===== src/rtl/cmd_ctrl_if.sv =====
`default_nettype none
// +-----------------------------------------------------------------------+
// | Module   : cmd_ctrl_if                                                |
// | Purpose  : Bundles the byte stream, register file, ALU and TX FIFO    |
// |            signals of the command controller.                         |
// | Revision : 1.0 - initial release                                      |
// +-----------------------------------------------------------------------+
interface cmd_ctrl_if #(
  parameter int WIDTH     = 8,
  parameter int ADDR_BITS = 4,
  parameter int RES_BYTES = 2
);
  logic [WIDTH-1:0]           rx_data;
  logic                       rx_valid;
  logic                       fifo_full;
  logic [RES_BYTES*WIDTH-1:0] alu_out;
  logic                       alu_valid;
  logic [WIDTH-1:0]           rf_rd_data;
  logic                       rf_rd_valid;
  logic                       rf_wr_en;
  logic                       rf_rd_en;
  logic [ADDR_BITS-1:0]       rf_addr;
  logic [WIDTH-1:0]           rf_wr_data;
  logic [3:0]                 alu_fun;
  logic                       alu_en;
  logic                       gate_en;
  logic [WIDTH-1:0]           tx_data;
  logic                       tx_wr;
  logic                       busy;
  logic                       err_timeout;

  // Controller side
  modport master (
    input  rx_data, rx_valid, fifo_full, alu_out, alu_valid, rf_rd_data, rf_rd_valid,
    output rf_wr_en, rf_rd_en, rf_addr, rf_wr_data, alu_fun, alu_en, gate_en,
           tx_data, tx_wr, busy, err_timeout
  );

  // Environment side (receiver, register file, ALU, FIFO)
  modport slave (
    output rx_data, rx_valid, fifo_full, alu_out, alu_valid, rf_rd_data, rf_rd_valid,
    input  rf_wr_en, rf_rd_en, rf_addr, rf_wr_data, alu_fun, alu_en, gate_en,
           tx_data, tx_wr, busy, err_timeout
  );
endinterface
`default_nettype wire


===== src/rtl/cmd_ctrl.sv =====
`default_nettype none
// +-----------------------------------------------------------------------+
// | Module   : cmd_ctrl                                                   |
// | Purpose  : Byte-stream command decoder driving a register file and    |
// |            an ALU, returning responses through a TX FIFO.             |
// |            Optional inter-byte timeout enabled by macro CMD_TIMEOUT_EN.|
// | Revision : 1.0 - initial release                                      |
// +-----------------------------------------------------------------------+
module cmd_ctrl #(
  parameter int WIDTH       = 8,
  parameter int ADDR_BITS   = 4,
  parameter int RES_BYTES   = 2,
  parameter int TIMEOUT_CYC = 1024
) (
  input  logic        clk,
  input  logic        rstn,
  cmd_ctrl_if.master  bus
);

  localparam int c_BUF_W = RES_BYTES * WIDTH;
  localparam int c_K_W   = (RES_BYTES > 1) ? $clog2(RES_BYTES) : 1;

  localparam logic [WIDTH-1:0] c_OP_WR  = WIDTH'(8'hAA);
  localparam logic [WIDTH-1:0] c_OP_RD  = WIDTH'(8'hBB);
  localparam logic [WIDTH-1:0] c_OP_ALU = WIDTH'(8'hCC);
  localparam logic [WIDTH-1:0] c_OP_FUN = WIDTH'(8'hDD);

  typedef enum logic [3:0] {
    IDLE     = 4'd0,
    WR_ADDR  = 4'd1,
    WR_DATA  = 4'd2,
    RD_ADDR  = 4'd3,
    RD_WAIT  = 4'd4,
    OPA      = 4'd5,
    OPB      = 4'd6,
    FUN      = 4'd7,
    ALU_WAIT = 4'd8,
    TX_SEND  = 4'd9
  } state_t;

  state_t               r_state,      w_state;
  logic [c_BUF_W-1:0]   r_buf,        w_buf;
  logic [c_K_W-1:0]     r_k,          w_k;
  logic [c_K_W-1:0]     r_last,       w_last;
  logic                 r_rf_wr_en,   w_rf_wr_en;
  logic                 r_rf_rd_en,   w_rf_rd_en;
  logic [ADDR_BITS-1:0] r_rf_addr,    w_rf_addr;
  logic [WIDTH-1:0]     r_rf_wr_data, w_rf_wr_data;
  logic [3:0]           r_alu_fun,    w_alu_fun;
  logic                 r_alu_en,     w_alu_en;
  logic                 r_gate_en,    w_gate_en;
  logic [WIDTH-1:0]     r_tx_data,    w_tx_data;
  logic                 r_tx_wr,      w_tx_wr;
  logic                 r_busy,       w_busy;

`ifdef CMD_TIMEOUT_EN
  localparam int c_CNT_W = (TIMEOUT_CYC > 2) ? $clog2(TIMEOUT_CYC) : 1;
  logic [c_CNT_W-1:0]   r_cnt,        w_cnt;
  logic                 r_err,        w_err;
`endif

  // Next-state and next-output decode; every output is registered from these
  always_comb begin
    w_state      = r_state;
    w_buf        = r_buf;
    w_k          = r_k;
    w_last       = r_last;
    w_rf_wr_en   = 1'b0;
    w_rf_rd_en   = 1'b0;
    w_rf_addr    = r_rf_addr;
    w_rf_wr_data = r_rf_wr_data;
    w_alu_fun    = r_alu_fun;
    w_alu_en     = 1'b0;
    w_gate_en    = r_gate_en;
    w_tx_data    = r_tx_data;
    w_tx_wr      = 1'b0;
`ifdef CMD_TIMEOUT_EN
    w_cnt        = r_cnt;
    w_err        = 1'b0;
`endif

    case (r_state)
      IDLE: begin
        if (bus.rx_valid) begin
          if      (bus.rx_data == c_OP_WR)  w_state = WR_ADDR;
          else if (bus.rx_data == c_OP_RD)  w_state = RD_ADDR;
          else if (bus.rx_data == c_OP_ALU) w_state = OPA;
          else if (bus.rx_data == c_OP_FUN) w_state = FUN;
        end
      end
      WR_ADDR: begin
        if (bus.rx_valid) begin
          w_rf_addr = bus.rx_data[ADDR_BITS-1:0];
          w_state   = WR_DATA;
        end
      end
      WR_DATA: begin
        if (bus.rx_valid) begin
          w_rf_wr_en   = 1'b1;
          w_rf_wr_data = bus.rx_data;
          w_state      = IDLE;
        end
      end
      RD_ADDR: begin
        if (bus.rx_valid) begin
          w_rf_rd_en = 1'b1;
          w_rf_addr  = bus.rx_data[ADDR_BITS-1:0];
          w_state    = RD_WAIT;
        end
      end
      RD_WAIT: begin
        if (bus.rf_rd_valid) begin
          w_buf   = c_BUF_W'(bus.rf_rd_data);
          w_k     = '0;
          w_last  = '0;
          w_state = TX_SEND;
        end
      end
      OPA: begin
        if (bus.rx_valid) begin
          w_rf_wr_en   = 1'b1;
          w_rf_addr    = '0;
          w_rf_wr_data = bus.rx_data;
          w_state      = OPB;
        end
      end
      OPB: begin
        if (bus.rx_valid) begin
          w_rf_wr_en   = 1'b1;
          w_rf_addr    = ADDR_BITS'(1);
          w_rf_wr_data = bus.rx_data;
          w_state      = FUN;
        end
      end
      FUN: begin
        if (bus.rx_valid) begin
          w_alu_fun = bus.rx_data[3:0];
          w_alu_en  = 1'b1;
          w_gate_en = 1'b1;
          w_state   = ALU_WAIT;
        end
      end
      ALU_WAIT: begin
        if (bus.alu_valid) begin
          w_buf     = bus.alu_out;
          w_k       = '0;
          w_last    = c_K_W'(RES_BYTES - 1);
          w_gate_en = 1'b0;
          w_state   = TX_SEND;
        end
      end
      TX_SEND: begin
        // A full FIFO simply stalls: buffer and index are left untouched
        if (!bus.fifo_full) begin
          w_tx_wr   = 1'b1;
          w_tx_data = r_buf[WIDTH-1:0];
          w_buf     = r_buf >> WIDTH;
          if (r_k == r_last) begin
            w_k     = '0;
            w_state = IDLE;
          end else begin
            w_k = r_k + 1'b1;
          end
        end
      end
      default: w_state = IDLE;
    endcase

`ifdef CMD_TIMEOUT_EN
    // Any progress restarts the inter-byte timer; a stall aborts the command
    if ((w_state != r_state) || bus.rx_valid) begin
      w_cnt = '0;
    end else if (r_state inside {WR_ADDR, WR_DATA, RD_ADDR, RD_WAIT, OPA, OPB, FUN, ALU_WAIT}) begin
      if (r_cnt == c_CNT_W'(TIMEOUT_CYC - 1)) begin
        w_state   = IDLE;
        w_err     = 1'b1;
        w_gate_en = 1'b0;
        w_cnt     = '0;
      end else begin
        w_cnt = r_cnt + 1'b1;
      end
    end
`endif

    w_busy = (w_state != IDLE);
  end

  // State, datapath and output registers
  always_ff @(posedge clk or negedge rstn) begin
    if (!rstn) begin
      r_state      <= IDLE;
      r_buf        <= '0;
      r_k          <= '0;
      r_last       <= '0;
      r_rf_wr_en   <= 1'b0;
      r_rf_rd_en   <= 1'b0;
      r_rf_addr    <= '0;
      r_rf_wr_data <= '0;
      r_alu_fun    <= '0;
      r_alu_en     <= 1'b0;
      r_gate_en    <= 1'b0;
      r_tx_data    <= '0;
      r_tx_wr      <= 1'b0;
      r_busy       <= 1'b0;
    end else begin
      r_state      <= w_state;
      r_buf        <= w_buf;
      r_k          <= w_k;
      r_last       <= w_last;
      r_rf_wr_en   <= w_rf_wr_en;
      r_rf_rd_en   <= w_rf_rd_en;
      r_rf_addr    <= w_rf_addr;
      r_rf_wr_data <= w_rf_wr_data;
      r_alu_fun    <= w_alu_fun;
      r_alu_en     <= w_alu_en;
      r_gate_en    <= w_gate_en;
      r_tx_data    <= w_tx_data;
      r_tx_wr      <= w_tx_wr;
      r_busy       <= w_busy;
    end
  end

`ifdef CMD_TIMEOUT_EN
  // Timeout counter and its one-cycle error strobe
  always_ff @(posedge clk or negedge rstn) begin
    if (!rstn) begin
      r_cnt <= '0;
      r_err <= 1'b0;
    end else begin
      r_cnt <= w_cnt;
      r_err <= w_err;
    end
  end

  assign bus.err_timeout = r_err;
`else
  assign bus.err_timeout = 1'b0;
`endif

  assign bus.rf_wr_en   = r_rf_wr_en;
  assign bus.rf_rd_en   = r_rf_rd_en;
  assign bus.rf_addr    = r_rf_addr;
  assign bus.rf_wr_data = r_rf_wr_data;
  assign bus.alu_fun    = r_alu_fun;
  assign bus.alu_en     = r_alu_en;
  assign bus.gate_en    = r_gate_en;
  assign bus.tx_data    = r_tx_data;
  assign bus.tx_wr      = r_tx_wr;
  assign bus.busy       = r_busy;

endmodule
`default_nettype wire


===== src/flat_wrapper.sv =====
// flat-port wrapper written by rule: the top's interface ports become plain ports
module cmd_ctrl_flat 
#(
  parameter int WIDTH       = 8,
  parameter int ADDR_BITS   = 4,
  parameter int RES_BYTES   = 2,
  parameter int TIMEOUT_CYC = 1024
)
  (clk, rstn, bus_rx_data, bus_rx_valid, bus_fifo_full, bus_alu_out, bus_alu_valid, bus_rf_rd_data, bus_rf_rd_valid, bus_rf_wr_en, bus_rf_rd_en, bus_rf_addr, bus_rf_wr_data, bus_alu_fun, bus_alu_en, bus_gate_en, bus_tx_data, bus_tx_wr, bus_busy, bus_err_timeout);
  cmd_ctrl_if #(.WIDTH(WIDTH), .ADDR_BITS(ADDR_BITS), .RES_BYTES(RES_BYTES)) bus_i ();
  input  logic clk;
  input  logic rstn;
  input wire logic [$bits(bus_i.rx_data)-1:0] bus_rx_data;
  input wire logic [$bits(bus_i.rx_valid)-1:0] bus_rx_valid;
  input wire logic [$bits(bus_i.fifo_full)-1:0] bus_fifo_full;
  input wire logic [$bits(bus_i.alu_out)-1:0] bus_alu_out;
  input wire logic [$bits(bus_i.alu_valid)-1:0] bus_alu_valid;
  input wire logic [$bits(bus_i.rf_rd_data)-1:0] bus_rf_rd_data;
  input wire logic [$bits(bus_i.rf_rd_valid)-1:0] bus_rf_rd_valid;
  output wire logic [$bits(bus_i.rf_wr_en)-1:0] bus_rf_wr_en;
  output wire logic [$bits(bus_i.rf_rd_en)-1:0] bus_rf_rd_en;
  output wire logic [$bits(bus_i.rf_addr)-1:0] bus_rf_addr;
  output wire logic [$bits(bus_i.rf_wr_data)-1:0] bus_rf_wr_data;
  output wire logic [$bits(bus_i.alu_fun)-1:0] bus_alu_fun;
  output wire logic [$bits(bus_i.alu_en)-1:0] bus_alu_en;
  output wire logic [$bits(bus_i.gate_en)-1:0] bus_gate_en;
  output wire logic [$bits(bus_i.tx_data)-1:0] bus_tx_data;
  output wire logic [$bits(bus_i.tx_wr)-1:0] bus_tx_wr;
  output wire logic [$bits(bus_i.busy)-1:0] bus_busy;
  output wire logic [$bits(bus_i.err_timeout)-1:0] bus_err_timeout;
  assign bus_i.rx_data = bus_rx_data;
  assign bus_i.rx_valid = bus_rx_valid;
  assign bus_i.fifo_full = bus_fifo_full;
  assign bus_i.alu_out = bus_alu_out;
  assign bus_i.alu_valid = bus_alu_valid;
  assign bus_i.rf_rd_data = bus_rf_rd_data;
  assign bus_i.rf_rd_valid = bus_rf_rd_valid;
  assign bus_rf_wr_en = bus_i.rf_wr_en;
  assign bus_rf_rd_en = bus_i.rf_rd_en;
  assign bus_rf_addr = bus_i.rf_addr;
  assign bus_rf_wr_data = bus_i.rf_wr_data;
  assign bus_alu_fun = bus_i.alu_fun;
  assign bus_alu_en = bus_i.alu_en;
  assign bus_gate_en = bus_i.gate_en;
  assign bus_tx_data = bus_i.tx_data;
  assign bus_tx_wr = bus_i.tx_wr;
  assign bus_busy = bus_i.busy;
  assign bus_err_timeout = bus_i.err_timeout;
  cmd_ctrl #(.WIDTH(WIDTH), .ADDR_BITS(ADDR_BITS), .RES_BYTES(RES_BYTES), .TIMEOUT_CYC(TIMEOUT_CYC)) u_core (.clk(clk), .rstn(rstn), .bus(bus_i));
endmodule

===== config.mk =====
export PLATFORM = sky130hd
export DESIGN_NAME = cmd_ctrl_flat
export DESIGN_NICKNAME = d
export VERILOG_FILES = /design/src/rtl/cmd_ctrl_if.sv /design/src/rtl/cmd_ctrl.sv /design/src/flat_wrapper.sv
export SDC_FILE = /design/constraint.sdc
export NUM_CORES = 1
export LEC_CHECK = 0
export BUFFER_PORTS_ARGS = -buffer_cell sky130_fd_sc_hd__buf_2
export CAP_MARGIN = 5
export CORE_MARGIN = 5
export CORE_UTILIZATION = 40
export CTS_BUF_LIST = sky130_fd_sc_hd__clkbuf_4 sky130_fd_sc_hd__clkbuf_8 sky130_fd_sc_hd__clkbuf_16
export DETAILED_ROUTE_END_ITERATION = 8
export SLEW_MARGIN = 20
export SYNTH_ARGS = -nofsm -noshare
export SYNTH_HDL_FRONTEND = slang
export SYNTH_SLANG_ARGS = --single-unit

===== constraint.sdc =====
create_clock -name clk -period 3.7 [get_ports clk]
set_input_delay 0.37 -clock clk [delete_from_list [all_inputs] [get_ports clk]]
set_output_delay 0.37 -clock clk [all_outputs]
set_load 0.03 [all_outputs]

Word-level counts from Yosys, hierarchy flattened

Cells that the tools add are included.

Reductions and logical operators: 15
$add $sub $neg: 1
Muxes and demuxes: 39
Bitwise gates (word level): 1
Equality and inequality tests: 21

Operators by type and width:

| operator                                                        | count |
|---|---|
| 4-bit 2-to-1 mux                                                | 18 |
| 16-bit 2-to-1 mux                                               | 3 |
| 16-bit case mux with 3 select lines                             | 1 |
| 4-bit case mux with 10 select lines                             | 1 |
| 8-bit == test, second input constant                            | 4 |
| 4-bit by 3-bit == test with 1-bit output, second input constant | 4 |
| 1-bit 2-to-1 mux                                                | 12 |
| 2-bit != test, second input constant                            | 6 |
| 4-bit case mux with 3 select lines                              | 1 |
| 4-bit by 2-bit == test with 1-bit output, second input constant | 2 |
| 4-bit == test, second input constant                            | 2 |
| 4-bit AND reduction                                             | 2 |
| 2-bit AND reduction                                             | 3 |
| 3-bit AND reduction                                             | 2 |
| 3-bit nonzero test                                              | 2 |
| 4-bit by 1-bit == test with 1-bit output, second input constant | 1 |
| 4-bit logical NOT                                               | 1 |
| 1-bit case mux with 2 select lines                              | 2 |
| 2-bit nonzero test                                              | 2 |
| 4-bit nonzero test                                              | 1 |
| 1-bit case mux with 3 select lines                              | 1 |
| 3-bit OR reduction                                              | 1 |
| 2-bit by 1-bit != test with 1-bit output, second input constant | 1 |
| 2-bit OR reduction                                              | 1 |
| 3 further kinds                                                 | 3 |

Bits in registers: 52
Output and inout port bits: 31
Word-level logic and storage cells: 91
Input bits: 38

Depth between registers and ports, before layout

Gate-level depths: netlist of run 1.

Depth in word-level cells: 8
Depth in mapped cells: 8

Worst setup path before layout of run 1

Ideal clock, no wire load.

Path kind: in2reg
Start point: in bus_rx_valid
End point: reg u_core.r_busy, in the netlist u_core.bus.busy
Cell stages on the path: 6
Buffers on the path: 2
Library setup time: 0.138 ns
Arrival time: 1.525 ns
Slack: 2.036 ns
Path through: clkbuf_1 inv_1 or3_1 clkbuf_1 o311ai_1 or4_1

Cells in the longest elaborated chain, start to end: 3
Elaborated cells on any way between the ends: 9
Classes of those cells: 8 x mux; 1 x reduce/logical

Ends and longest elaborated chain:

| element                                        | RTL line           | RTL |
|---|---|---|
| from (decl)                                    | flat_wrapper.sv:14 | `input wire logic [$bits(bus_i.rx_valid)-1:0] bus_rx_valid;` |
| 4-bit 2-to-1 mux, or another cell as far along | cmd_ctrl.sv:136    | `if (bus.rx_valid) begin` |
| 4-bit case mux with 10 select lines *          | cmd_ctrl.sv:82     | `case (r_state)` |
| net u_core.w_state[3]                          | cmd_ctrl.sv:41     | `state_t r_state, w_state;` |
| 4-bit nonzero test *                           | cmd_ctrl.sv:185    | `w_busy = (w_state != IDLE);` |
| net u_core.w_busy                              | cmd_ctrl.sv:54     | `logic r_busy, w_busy;` |
| to (signal assigned)                           | cmd_ctrl.sv:219    | `r_busy <= w_busy;` |
| to (decl)                                      | cmd_ctrl.sv:54     |  |

Mark *: on every way through the listed nets, which the timed path passes. The rest lies on a longest branch.
A chain may end at the register's enable or synchronous reset.

Final worst setup path of run 1

Start point: reg u_core.r_state[2]
End point: reg u_core.r_buf[7]

Cells in the longest elaborated chain, start to end: 3
Elaborated cells on any way between the ends: 9
Classes of those cells: 6 x eq/ne; 1 x mux; 2 x reduce/logical

Ends and longest elaborated chain:

| element                                                                          | RTL line        | RTL |
|---|---|---|
| from (decl)                                                                      | cmd_ctrl.sv:41  |  |
| from (signal assigned)                                                           | cmd_ctrl.sv:206 | `r_state <= w_state;` |
| 4-bit by 3-bit == test with 1-bit output / 4-bit == test (equally long branches) | cmd_ctrl.sv:82  |  |
| 2-bit != test (no source line) / 3-bit nonzero test (equally long branches)      | n/a             |  |
| 4-bit AND reduction (no source line)                                             | n/a             |  |
| to (signal assigned)                                                             | cmd_ctrl.sv:207 | `r_buf <= w_buf;` |
| to (decl)                                                                        | cmd_ctrl.sv:42  | `logic [c_BUF_W-1:0] r_buf, w_buf;` |

Several ways; a longest one is shown, not always the timed one.

==> results.txt, run 1 <==
Status = completed
Max rail drop VDD = 0.2902 mV
H-Tree Depth = 2
Vias per std cell = 4.797
Initial Utilization = 40.67%
Main area contributors after synthesis = dfrtp_1 (54%), mux2_2 (7.5%), nand2_1 (6.3%), a21oi_1 (3.6%), a22o_1 (3.3%)
Core area = 0.005886 mm2
Layout cells sized above 1 = 32.65%
Flops & latches, synth = 52
Clock sink count = 52
Fin nets = 332
CTS tree = yes
Post-route setup slack = 1.434 ns
DP HPWL = 3.782 mm
Routed wire length = 5.038 mm
Synthesized area per cell = 10.36 um2
Largest net degree at the start of global routing = 53
Top-count cell post-synth = dfrtp_1
Final Max Slew Viols = 0
Cell variety after synth = 40
First-pass GRT wire length = 8.500 mm
Seq/Total Area, Yosys = 54.36%
Gr usage total = 14.13%
Post-CTS Setup Inserts = 0
Ys Warns = 0
Largest delay share family, worst path = simple AND/OR/NAND/NOR gates
CTS Hold Bufs = 0
Clock transition at the registers of the reported paths = 0.09 ns
Worst path slowest cell = and4bb_1
CTS Root Cell = clkbuf_8
N_diodes = 0
Drt initial violations = 103
Mapped Cells = 231
Startpoint types = register
Largest area contributor in the synthesized netlist = dfrtp_1
Worst path bufs/invs = 1
Slew HR = 57.91%
Final period util = 61.23%
Die Ht = 87.36 um
Worst Setup Path Type = reg -> reg
Crit. End Element = register
RSZ-0062 raised after global routing = no
Slew @ Worst Pin = 0.6313 ns
MaxCap Viol Count = 0
Final hold viol count = 0
Chip width = 87.36 um
Synthesized area = 0.002394 mm2
Hold Path Class = in -> async
Setup violations, final = 0
Routability Congestion = 0.8029
Layout area overhead = 19.39%
Power Dens Cells = 684.5 mW/mm2
Initial antenna violation count = 0
Number of flops mapped to enable cells by yosys = 0
DP Worst Slack = 1.429 ns
F_max = 441.4 MHz
Vias in the first global route = 1711
Worst stage delay on the critical path = 0.60 ns
CTS Buf Count = 5
Post-synth ARST share = 100.0%
Required time of the critical path = 3.89 ns
Post-CTS Resized = 0
Critical Path AT = 2.46 ns
Port-buffer cells = 67
Max Clock Skew = 0.006825 ns
Worst skew pair latency = 0.30 ns
Leakage power = 0.001409 uW
Drt pass-1 iters = 4
Overflow after GRT = 0
Mapped Nets = 270
Crit-path max FO = 34
Post-layout min period = 2.266 ns
DR DRC count = 0
TNS Setup = 0 ns
IO Pins = 69
Final ANT Viol Nets = 0
Maximum clock path buffer count = 2
Top-area cell type share of the netlist area = 54.36%
Main synth FF type = dfrtp_1
Die area = 0.007631 mm2
DR vias = 1770
Most frequent cells after synthesis = dfrtp_1 (52), nand2_1 (40), a21oi_1 (17), mux2_2 (16)
Routed wire length per instance = 13.65 um
# rows = 28
Crit-path cells = and4bb_1 -> nor2b_4 -> a211oi_4 -> buf_4 -> a211oi_1 -> a21oi_1
-- logic make-up (layout without fill, tap and decap cells) --
| logic type | Yosys count | in the layout | share of synthesized area (%) |
|---|---|---|---|
| fa+ha+maj | 1 | 1 | 0.5227 |
| buf+inv | 28 | 91 | 5.436 |
| simple gates | 72 | 72 | 14.74 |
| mux | 16 | 16 | 7.527 |
| flops | 52 | 52 | 54.36 |
| other cells | 1 | 1 | 0.1567 |
| compound gates | 59 | 59 | 16.52 |
| xor+xnor | 2 | 2 | 0.7320 |
-- layer usage --
layer | GRT usage, % | part of all wire, % | routed length (um) | up-vias
met5 | 0 | 0 | 0 | -
li1 | - | - | - | 922
met3 | 3.027 | 4.7 | 235 | 6
met2 | 20.34 | 45 | 2242 | 30
met1 | 20.79 | 49 | 2482 | 812
met4 | 5.160 | 1.5 | 78 | 0
-- registers in the layout, indices dropped and copies added (netlist names) --
signal / count
u_core.r_buf: 16
u_core.bus.rf_wr_data: 8
u_core.bus.tx_data: 8
u_core.bus.alu_fun: 4
u_core.bus.rf_addr: 4
u_core.r_state: 4
u_core.bus.alu_en: 1
u_core.bus.busy: 1
u_core.bus.gate_en: 1
u_core.bus.rf_rd_en: 1
u_core.bus.rf_wr_en: 1
u_core.bus.tx_wr: 1
u_core.r_k: 1
u_core.r_last: 1
-- worst paths after layout --
kind                       slack, ns                  start                       end  depth (start not counted)
min in group clk                0.30        bus_alu_out[10]          u_core.r_buf[10]                          3
hold reg to reg                 0.48  u_core.bus.rf_addr[1]     u_core.bus.rf_addr[1]                          2
setup reg to reg                1.43      u_core.r_state[2]           u_core.r_buf[7]                          6
setup / recovery                1.43      u_core.r_state[2]           u_core.r_buf[7]                          6
hold / removal                  0.16                   rstn  u_core.bus.rf_wr_data[6]                          2
max in group asynchronous       3.11                   rstn           u_core.r_buf[2]                          2
-- power by group --
| part | total (uW) | internal, uW | switching [uW] |
|---|---|---|---|
| Sequential | 904 | 775 | 128 |
| Combinational | 715 | 264 | 451 |
| Clock | 337 | 152 | 186 |
-- cell type report --
type	instances	area, um2
flip-flops and latches	52	1301
multi-input cells	151	962.2
clock buffers	6	82.58
well taps	75	93.84
fillers	587	3028
clock inverters	2	15.01
repair buffers	69	350.3
inverters	14	52.55
-- stage by stage --
| stage | instance area, um2 | utilization [%] | cells | total power [uW] | hold WS, ns |
|---|---|---|---|---|---|
| after global routing | 2858 | 48.55 | 369 | 2090 | 0.2325 |
| after detailed placement | 2760 | 46.90 | 361 | 1645 | 0.4618 |
| after floorplan | 2394 | - | 231 | 1418 | 0.07441 |
| final | 2858 | 48.55 | 369 | 1956 | 0.1616 |
| after CTS | 2858 | 48.55 | 369 | 1980 | 0.1868 |
| after global placement | 2760 | 46.90 | 361 | 1631 | 0.4577 |
-- layout by cell type, fill, tap and decap left out, types with 2 or more instances in the layout --
master | Yosys | routed
buf_2 | 5 | 67
dfrtp_1 | 52 | 52
nand2_1 | 40 | 40
a21oi_1 | 17 | 17
mux2_2 | 16 | 16
inv_1 | 14 | 14
o21ai_0 | 14 | 14
nand2b_1 | 9 | 9
a22o_1 | 9 | 9
nor2_1 | 8 | 8
a211oi_1 | 8 | 8
clkbuf_8 | 0 | 6
or3_1 | 2 | 2
o41ai_1 | 2 | 2
nor2b_1 | 2 | 2
nand3b_1 | 2 | 2
clkinvlp_4 | 0 | 2
buf_4 | 3 | 2
Note: power is estimated with default switching activity, not from simulation.
==> run 2: changes to the inputs <==
--- a/config.mk
+++ b/config.mk
@@ -5,6 +5,7 @@
 export SDC_FILE = /design/constraint.sdc
 export NUM_CORES = 1
 export LEC_CHECK = 0
+export ABC_AREA = 1
 export BUFFER_PORTS_ARGS = -buffer_cell sky130_fd_sc_hd__buf_2
 export CAP_MARGIN = 5
 export CORE_MARGIN = 5
==> constraint.sdc (replaced) <==
create_clock -name clk -period 2.2 [get_ports clk]
set_input_delay 0.22 -clock clk [delete_from_list [all_inputs] [get_ports clk]]
set_output_delay 0.22 -clock clk [all_outputs]
set_load 0.03 [all_outputs]
==> run 2 against run 1 <==
Against the previous run: count of clock-buffer cells in the layout unchanged; worst hold slack got worse by 0.0055 ns; combinational power increased to 2.6 times the previous value; non-clock buffer count increased by 2; total power increased by 110%; maximum frequency increased by 32%; largest cell class unchanged; highest routed layer unchanged.
==> results.txt, run 2 <==
Largest area contributor in the synthesized netlist = dfrtp_1 (unchanged)
Synthesized area = 0.002511 mm2 (was 0.002394 mm2)
Seq/Total Area, Yosys = 51.82% (was 54.36%)
Max Clock Skew = 0.005543 ns (was 0.006825 ns)
Crit-path max FO = 34 (unchanged)
Hold Path Class = in -> reg (was in -> async)
Hold endpoint = u_core.r_buf[12]
CTS Hold Bufs = 1 (was 0)
Min Hold Slack = 0.1562 ns (was 0.1616 ns)
Number of flops mapped to enable cells by yosys = 0 (unchanged)
IO Pins = 69 (unchanged)
Leakage power = 0.001628 uW (was 0.001409 uW)
DR DRC count = 0 (unchanged)
Chip width = 89.24 um (was 87.36 um)
Main area contributors after synthesis = dfrtp_1 (52%), nand2_1 (14%), o21ai_0 (6.4%), inv_1 (5.7%), nor2_1 (3.7%) (was dfrtp_1 (54%), mux2_2 (7.5%), nand2_1 (6.3%), a21oi_1 (3.6%), a22o_1 (3.3%))
Status = completed (unchanged)
Clock sink count = 52 (unchanged)
Ys Warns = 0 (unchanged)
H-Tree Depth = 2 (unchanged)
Vias in the first global route = 2084 (was 1711)
Final hold viol count = 0 (unchanged)
CTS Root Cell = clkbuf_8 (unchanged)
Initial antenna violation count = 0 (unchanged)
Internal power = 2289 uW (was 1191 uW)
Worst R2R Path Depth = 8 (was 6)
Overflow after GRT = 0 (unchanged)
Most common cell after layout, fill and taps aside = nand2_1 (was buf_2)
Synthesized area per cell = 8.023 um2 (was 10.36 um2)
Fin nets = 423 (was 332)
Drt initial violations = 73 (was 103)
R2R Path End = u_core.r_buf[15] (was u_core.r_buf[7])
Core area = 0.006026 mm2 (was 0.005886 mm2)
TNS Setup = 0 ns (unchanged)
Worst r2r src = u_core.r_state[0] (was u_core.r_state[2])
Startpoint types = register (unchanged)
Mapped Nets = 352 (was 270)
DP Worst Slack = 0.5020 ns (was 1.429 ns)
Die Ht = 89.24 um (was 87.36 um)
Setup slack, reg-to-reg = 0.48 ns (was 1.43 ns)
Hold Crit Depth = 3
CTS Buf Count = 5 (unchanged)
F_max = 582.3 MHz (was 441.4 MHz)
Most frequent cells in the layout = nand2_1 (97), buf_2 (67), dfrtp_1 (52) (was buf_2 (67), dfrtp_1 (52), nand2_1 (40))
Post-CTS Resized = 0 (unchanged)
Post-layout min period = 1.717 ns (was 2.266 ns)
N_diodes = 0 (unchanged)
Flop pwr share = 38.2% (was 46.2%)
DP HPWL = 4.693 mm (was 3.782 mm)
Critical Path AT = 1.93 ns (was 2.46 ns)
Mapped Cells = 313 (was 231)
Routed wire length per instance = 13.07 um (was 13.65 um)
Cell variety after synth = 29 (was 40)
Flops & latches, synth = 52 (unchanged)
Maximum clock path buffer count = 2 (unchanged)
DR vias = 2178 (was 1770)
Top-area cell type share of the netlist area = 51.82% (was 54.36%)
Routed wire length = 6.010 mm (was 5.038 mm)
Switch Pwr = 1790 uW (was 764.8 uW)
Required time of the critical path = 2.41 ns (was 3.89 ns)
Final ANT Viol Nets = 0 (unchanged)
Biggest register = u_core.r_buf (unchanged)
Max FFs per register = 16 (unchanged)
Final Max Slew Viols = 0 (unchanged)
Post-DP Area = 0.002927 mm2 (was 0.002760 mm2)
Final Util = 50.75% (was 48.55%)
Main synth FF type = dfrtp_1 (unchanged)
Slew HR = 58.56% (was 57.91%)
# rows = 28 (unchanged)
Layout cells sized above 1 = 24.42% (was 32.65%)
Setup violations, final = 0 (unchanged)
Post-synth ARST share = 100.0% (unchanged)
Met2 track demand over resource = 24.38% (was 20.34%)
Max rail drop VDD = 0.6941 mV (was 0.2902 mV)
Met3 GRT Util = 2.396% (was 3.027%)
Initial Utilization = 41.67% (was 40.67%)
Gr usage total = 15.96% (was 14.13%)
Most frequent cells after synthesis = nand2_1 (97), dfrtp_1 (52), inv_1 (38), o21ai_0 (32), nor2_1 (25) (was dfrtp_1 (52), nand2_1 (40), a21oi_1 (17), mux2_2 (16))
Worst Setup Path Type = reg -> reg (unchanged)
Vias per std cell = 4.735 (was 4.797)
RSZ-0062 raised after global routing = no (unchanged)
Largest net degree at the start of global routing = 35 (was 53)
First-pass GRT wire length = 9.949 mm (was 8.500 mm)
GRT Max-Usage Layer = met2 (was met1)
Layout area overhead = 21.77% (was 19.39%)
Crit-path cells = inv_2 -> nand2_2 -> nor2_2 -> a21oi_1 -> a211oi_4 -> buf_4 -> nand3_1 -> o21ai_0 (was and4bb_1 -> nor2b_4 -> a211oi_4 -> buf_4 -> a211oi_1 -> a21oi_1)
Worst stage delay on the critical path = 0.45 ns (was 0.60 ns)
Fillers = 611 (was 587)
Die area = 0.007963 mm2 (was 0.007631 mm2)
Crit. End Element = register (unchanged)
MaxCap Viol Count = 0 (unchanged)
Post-route setup slack = 0.4827 ns (was 1.434 ns)
Top-count cell post-synth = nand2_1 (was dfrtp_1)
Power Dens Cells = 1334 mW/mm2 (was 684.5 mW/mm2)
Routability Congestion = 0.8855 (was 0.8029)
Slew @ Worst Pin = 0.6216 ns (was 0.6313 ns)
Drt pass-1 iters = 4 (unchanged)
Global Route met1 Usage = 23.66% (was 20.79%)
Post-CTS Setup Inserts = 0 (unchanged)
Worst skew pair latency = 0.29 ns (was 0.30 ns)
Power share of the clock group = 16.5% (was 17.2%)
Final period util = 78.06% (was 61.23%)
CTS tree = yes (unchanged)
Worst path slowest cell = dfrtp_1 (was and4bb_1)
Port-buffer cells = 67 (unchanged)
Switching part of the total power = 43.89% (was 39.10%)
Final instance area = 0.003058 mm2 (was 0.002858 mm2)
Combinational power share = 45.3% (was 36.6%)
Min-delay src = bus_alu_out[12]
Clock transition at the registers of the reported paths = 0.09 ns (about the same)
[run 2: how the worst max path moves through the flow]
stage / from / end / slack, ns / depth (start not counted)
after floorplan: u_core.r_state[3] / u_core.r_buf[3] / 0.72 / 7
after global placement: u_core.r_state[0] / u_core.r_k / 0.52 / 8
after detailed placement: u_core.r_state[1] / u_core.r_k / 0.50 / 8
after CTS: u_core.r_state[0] / u_core.r_k / 0.46 / 8
after global routing: u_core.r_state[3] / u_core.r_buf[11] / 0.27 / 8
final: u_core.r_state[0] / u_core.r_buf[15] / 0.48 / 8
[run 2: through the flow]
stage               std cells  power (uW)
CTS                       460        4137
global route              460        4441
detailed placement        451        3444
floorplan                 313        2918
finish                    460        4080
global placement          451        3422
[run 2: worst max-delay path, delay by kind of cell (launching register included)]
family                 cells  cell delay, ns
flip-flops                 1            0.45
buffers and inverters      2            0.44
AND/OR/NAND/NOR            3            0.33
AO/OA/AOI/OAI              3            0.39
[run 2: routing by layer]
metal	part of all wire [%]	wire length, um	up-vias
met1	50	2978	989
li1	-	-	1137
met5	0	0	-
met4	0.63	38	0
met3	5.3	317	4
met2	45	2676	48
[run 2: cell families after synthesis]
kind of cell | Yosys count | synth area share (%)
AND/OR/NAND/NOR | 152 | 25.36
AO/OA/AOI/OAI | 56 | 13.65
flip-flops | 52 | 51.82
buffers and inverters | 51 | 8.520
adder cells (fa/ha/maj) | 1 | 0.4982
other | 1 | 0.1493
[run 2: cell type report]
type / count / area [um2] / area share [%]
repair buffers: 71 / 380.4 / 12.44
inverters: 44 / 165.2 / 5.401
flip-flops and latches: 52 / 1301 / 42.55
clock inverters: 2 / 38.79 / 1.268
well taps: 75 / 93.84 / 3.069
clock buffers: 6 / 82.58 / 2.700
multi-input cells: 210 / 996.0 / 32.57
[run 2: power by group through the flow]
stage          logic [uW]  clock network (uW)  registers, uW
2_1_floorplan         902                   0           2020
3_3_place_gp         1850                   0           1570
3_5_place_dp         1870                   0           1580
4_1_cts              1870                 704           1560
5_1_grt              2080                 748           1610
6_report             1850                 675           1560
==> run 3: changes to the inputs <==
==> constraint.sdc (replaced) <==
create_clock -name clk -period 1.7 [get_ports clk]
set_input_delay 0.17 -clock clk [delete_from_list [all_inputs] [get_ports clk]]
set_output_delay 0.17 -clock clk [all_outputs]
set_load 0.03 [all_outputs]
==> run 3 against run 2 <==
Against the previous run: clock skew up 0.0081 ns; critical path depth up 1; total power up 38%; die area unchanged; core utilization up 3.0 points; wire length up 6.1%; non-clock buffer count up 13; maximum frequency up 5.4%; worst hold slack worse by 0.057 ns; first-iteration DRC count up 5.5%; global-route usage about the same; largest cell class unchanged.
==> results.txt, run 3 (synthesis gave the netlist of run 2 again) <==
Crit path from = u_core.r_state[0] (unchanged)
Fillers = 617 (was 611)
Overflow after GRT = 0 (unchanged)
Area of the multi-input gates = 0.001025 mm2 (was 996.0 um2)
Critical Path End = u_core.r_buf[13] (was u_core.r_buf[15])
Vias per std cell = 4.785 (was 4.735)
Layout cells sized above 1 = 29.32% (was 24.42%)
Initial Utilization = 41.67% (unchanged)
Fin nets = 437 (was 423)
H-Tree Depth = 2 (unchanged)
R2R Path End = u_core.r_buf[13] (was u_core.r_buf[15])
Die area = 0.007963 mm2 (unchanged)
Leakage power = 0.001711 uW (was 0.001628 uW)
Max FFs per register = 16 (unchanged)
Final Util = 53.74% (was 50.75%)
Layout area overhead = 28.95% (was 21.77%)
Worst stage delay on the critical path = 0.43 ns (was 0.45 ns)
Status = completed (unchanged)
Critical Path AT = 1.81 ns (was 1.93 ns)
Routed wire length = 6.374 mm (was 6.010 mm)
Hold Path Class = in -> reg (unchanged)
Routability Congestion = 0.8427 (was 0.8855)
Power share of the clock group = 15.9% (was 16.5%)
Flop pwr share = 36.0% (was 38.2%)
Switch Pwr = 2445 uW (was 1790 uW)
Worst r2r src = u_core.r_state[0] (unchanged)
Crit-path max FO = 17 (was 34)
Worst R2R Path Depth = 9 (was 8)
Vias in the first global route = 2073 (was 2084)
Final period util = 95.85% (was 78.06%)
Biggest register = u_core.r_buf (unchanged)
Die Ht = 89.24 um (unchanged)
Worst skew pair latency = 0.31 ns (was 0.29 ns)
Setup violations, final = 0 (unchanged)
Most frequent cells in the layout = nand2_1 (93), buf_2 (67), dfrtp_1 (50) (was nand2_1 (97), buf_2 (67), dfrtp_1 (52))
MaxCap Viol Count = 0 (unchanged)
Initial antenna violation count = 0 (unchanged)
Max rail drop VDD = 0.7701 mV (was 0.6941 mV)
Port-buffer cells = 67 (unchanged)
N_diodes = 0 (unchanged)
Post-layout min period = 1.630 ns (was 1.717 ns)
Clock transition at the registers of the reported paths = 0.10 ns (was 0.09 ns)
Setup slack, reg-to-reg = 0.07 ns (was 0.48 ns)
First-pass GRT wire length = 9.832 mm (was 9.949 mm)
Worst Setup Path Type = reg -> reg (unchanged)
Largest net degree at the start of global routing = 35 (unchanged)
Min Hold Slack = 0.09873 ns (was 0.1562 ns)
Final ANT Viol Nets = 0 (unchanged)
Placed instance count = 455 (was 451)
Drt initial violations = 77 (was 73)
Core area = 0.006026 mm2 (unchanged)
Gr usage total = 15.91% (was 15.96%)
DP HPWL = 4.765 mm (was 4.693 mm)
DR DRC count = 0 (unchanged)
Routed wire length per instance = 13.45 um (was 13.07 um)
Clock sink count = 52 (unchanged)
F_max = 613.7 MHz (was 582.3 MHz)
Non-filler cells, final = 474 (was 460)
CTS tree = yes (unchanged)
Startpoint types = register (unchanged)
Required time of the critical path = 1.88 ns (was 2.41 ns)
Crit-path cells = inv_2 -> nand2_2 -> nor2_4 -> nand2_1 -> o21ai_2 -> a211oi_4 -> buf_4 -> clkbuf_16 -> o21ai_0 (was inv_2 -> nand2_2 -> nor2_2 -> a21oi_1 -> a211oi_4 -> buf_4 -> nand3_1 -> o21ai_0)
CTS Buf Count = 5 (unchanged)
# rows = 28 (unchanged)
Combinational power share = 48.1% (was 45.3%)
Switching part of the total power = 43.44% (was 43.89%)
DR vias = 2268 (was 2178)
Final Max Slew Viols = 0 (unchanged)
Reg area = 0.001304 mm2 (was 0.001301 mm2)
IO Pins = 69 (unchanged)
Most common cell after layout, fill and taps aside = nand2_1 (unchanged)
Max Clock Skew = 0.01360 ns (was 0.005543 ns)
Final hold viol count = 0 (unchanged)
Crit. End Element = register (unchanged)
Maximum clock path buffer count = 2 (unchanged)
Chip width = 89.24 um (unchanged)
Power Dens Cells = 1738 mW/mm2 (was 1334 mW/mm2)
Internal power = 3184 uW (was 2289 uW)
Worst path slowest cell = dfrtp_2 (was dfrtp_1)
CTS Root Cell = clkbuf_8 (unchanged)
Drt pass-1 iters = 4 (unchanged)
==> run 3: cell type report <==
cell class | instances | area share [%]
Clock buffer | 6 | 2.550
Clock inverter | 2 | 1.198
Inverter | 44 | 5.371
Multi-Input combinational cell | 210 | 31.65
Sequential cell | 52 | 40.26
Tap cell | 75 | 2.898
Timing Repair Buffer | 84 | 15.84
Timing Repair inverter | 1 | 0.2318
==> run 3: metal layers <==
layer  global-route usage, %  routed length, um
met5                       0                  0
met4                   4.871                 59
met3                   3.963                335
met2                   23.98               2949
met1                   22.60               3030
==> run 3: how the worst min path moves through the flow <==
stage,from,to,slack (ns),depth (start not counted)
after global routing,bus_alu_out[11],u_core.r_buf[11],0.09,3
after floorplan,rstn,u_core.bus.alu_en,-0.13,0
after CTS,bus_rx_data[7],u_core.bus.rf_wr_data[7],0.09,3
after global placement,rstn,u_core.bus.rf_wr_data[1],0.16,1
after detailed placement,rstn,u_core.bus.rf_wr_data[1],0.16,1
final,bus_alu_out[12],u_core.r_buf[12],0.1,3
==> run 3: worst max-delay path, delay by kind of cell (launching register included) <==
family | cells | cell delay (ns)
buffers and inverters | 3 | 0.41
AND/OR/NAND/NOR | 3 | 0.26
flip-flops | 1 | 0.43
AO/OA/AOI/OAI | 3 | 0.40
==> run 3: power by group through the flow <==
stage	clock [uW]	combinational [uW]	sequential [uW]
finish	897	2710	2020
global route	969	3000	2080
CTS	918	2490	2020
detailed placement	0	2480	2040
global placement	0	2450	2030
floorplan	0	1170	2610
==> run 3: through the flow <==
stage | cell area, um2 | total power, uW | TNS [ns] | setup slack [ns]
6_report | 3238 | 5629 | 0 | 0.07047
5_1_grt | 3238 | 6049 | -0.1356 | -0.05024
4_1_cts | 3088 | 5419 | 0 | 0.03590
3_5_place_dp | 2957 | 4519 | 0 | 0.06452
3_3_place_gp | 2957 | 4480 | 0 | 0.05892
2_1_floorplan | 2511 | 3776 | 0 | 0.2211
==> run 3: timing repair <==
action                                  in CTS  in global routing
buffers inserted                             0                  7
hold endpoints to repair                    21                  0
endpoints found under the setup margin       0                 31
resized for setup                            0                 15
hold buffers                                 1                  0
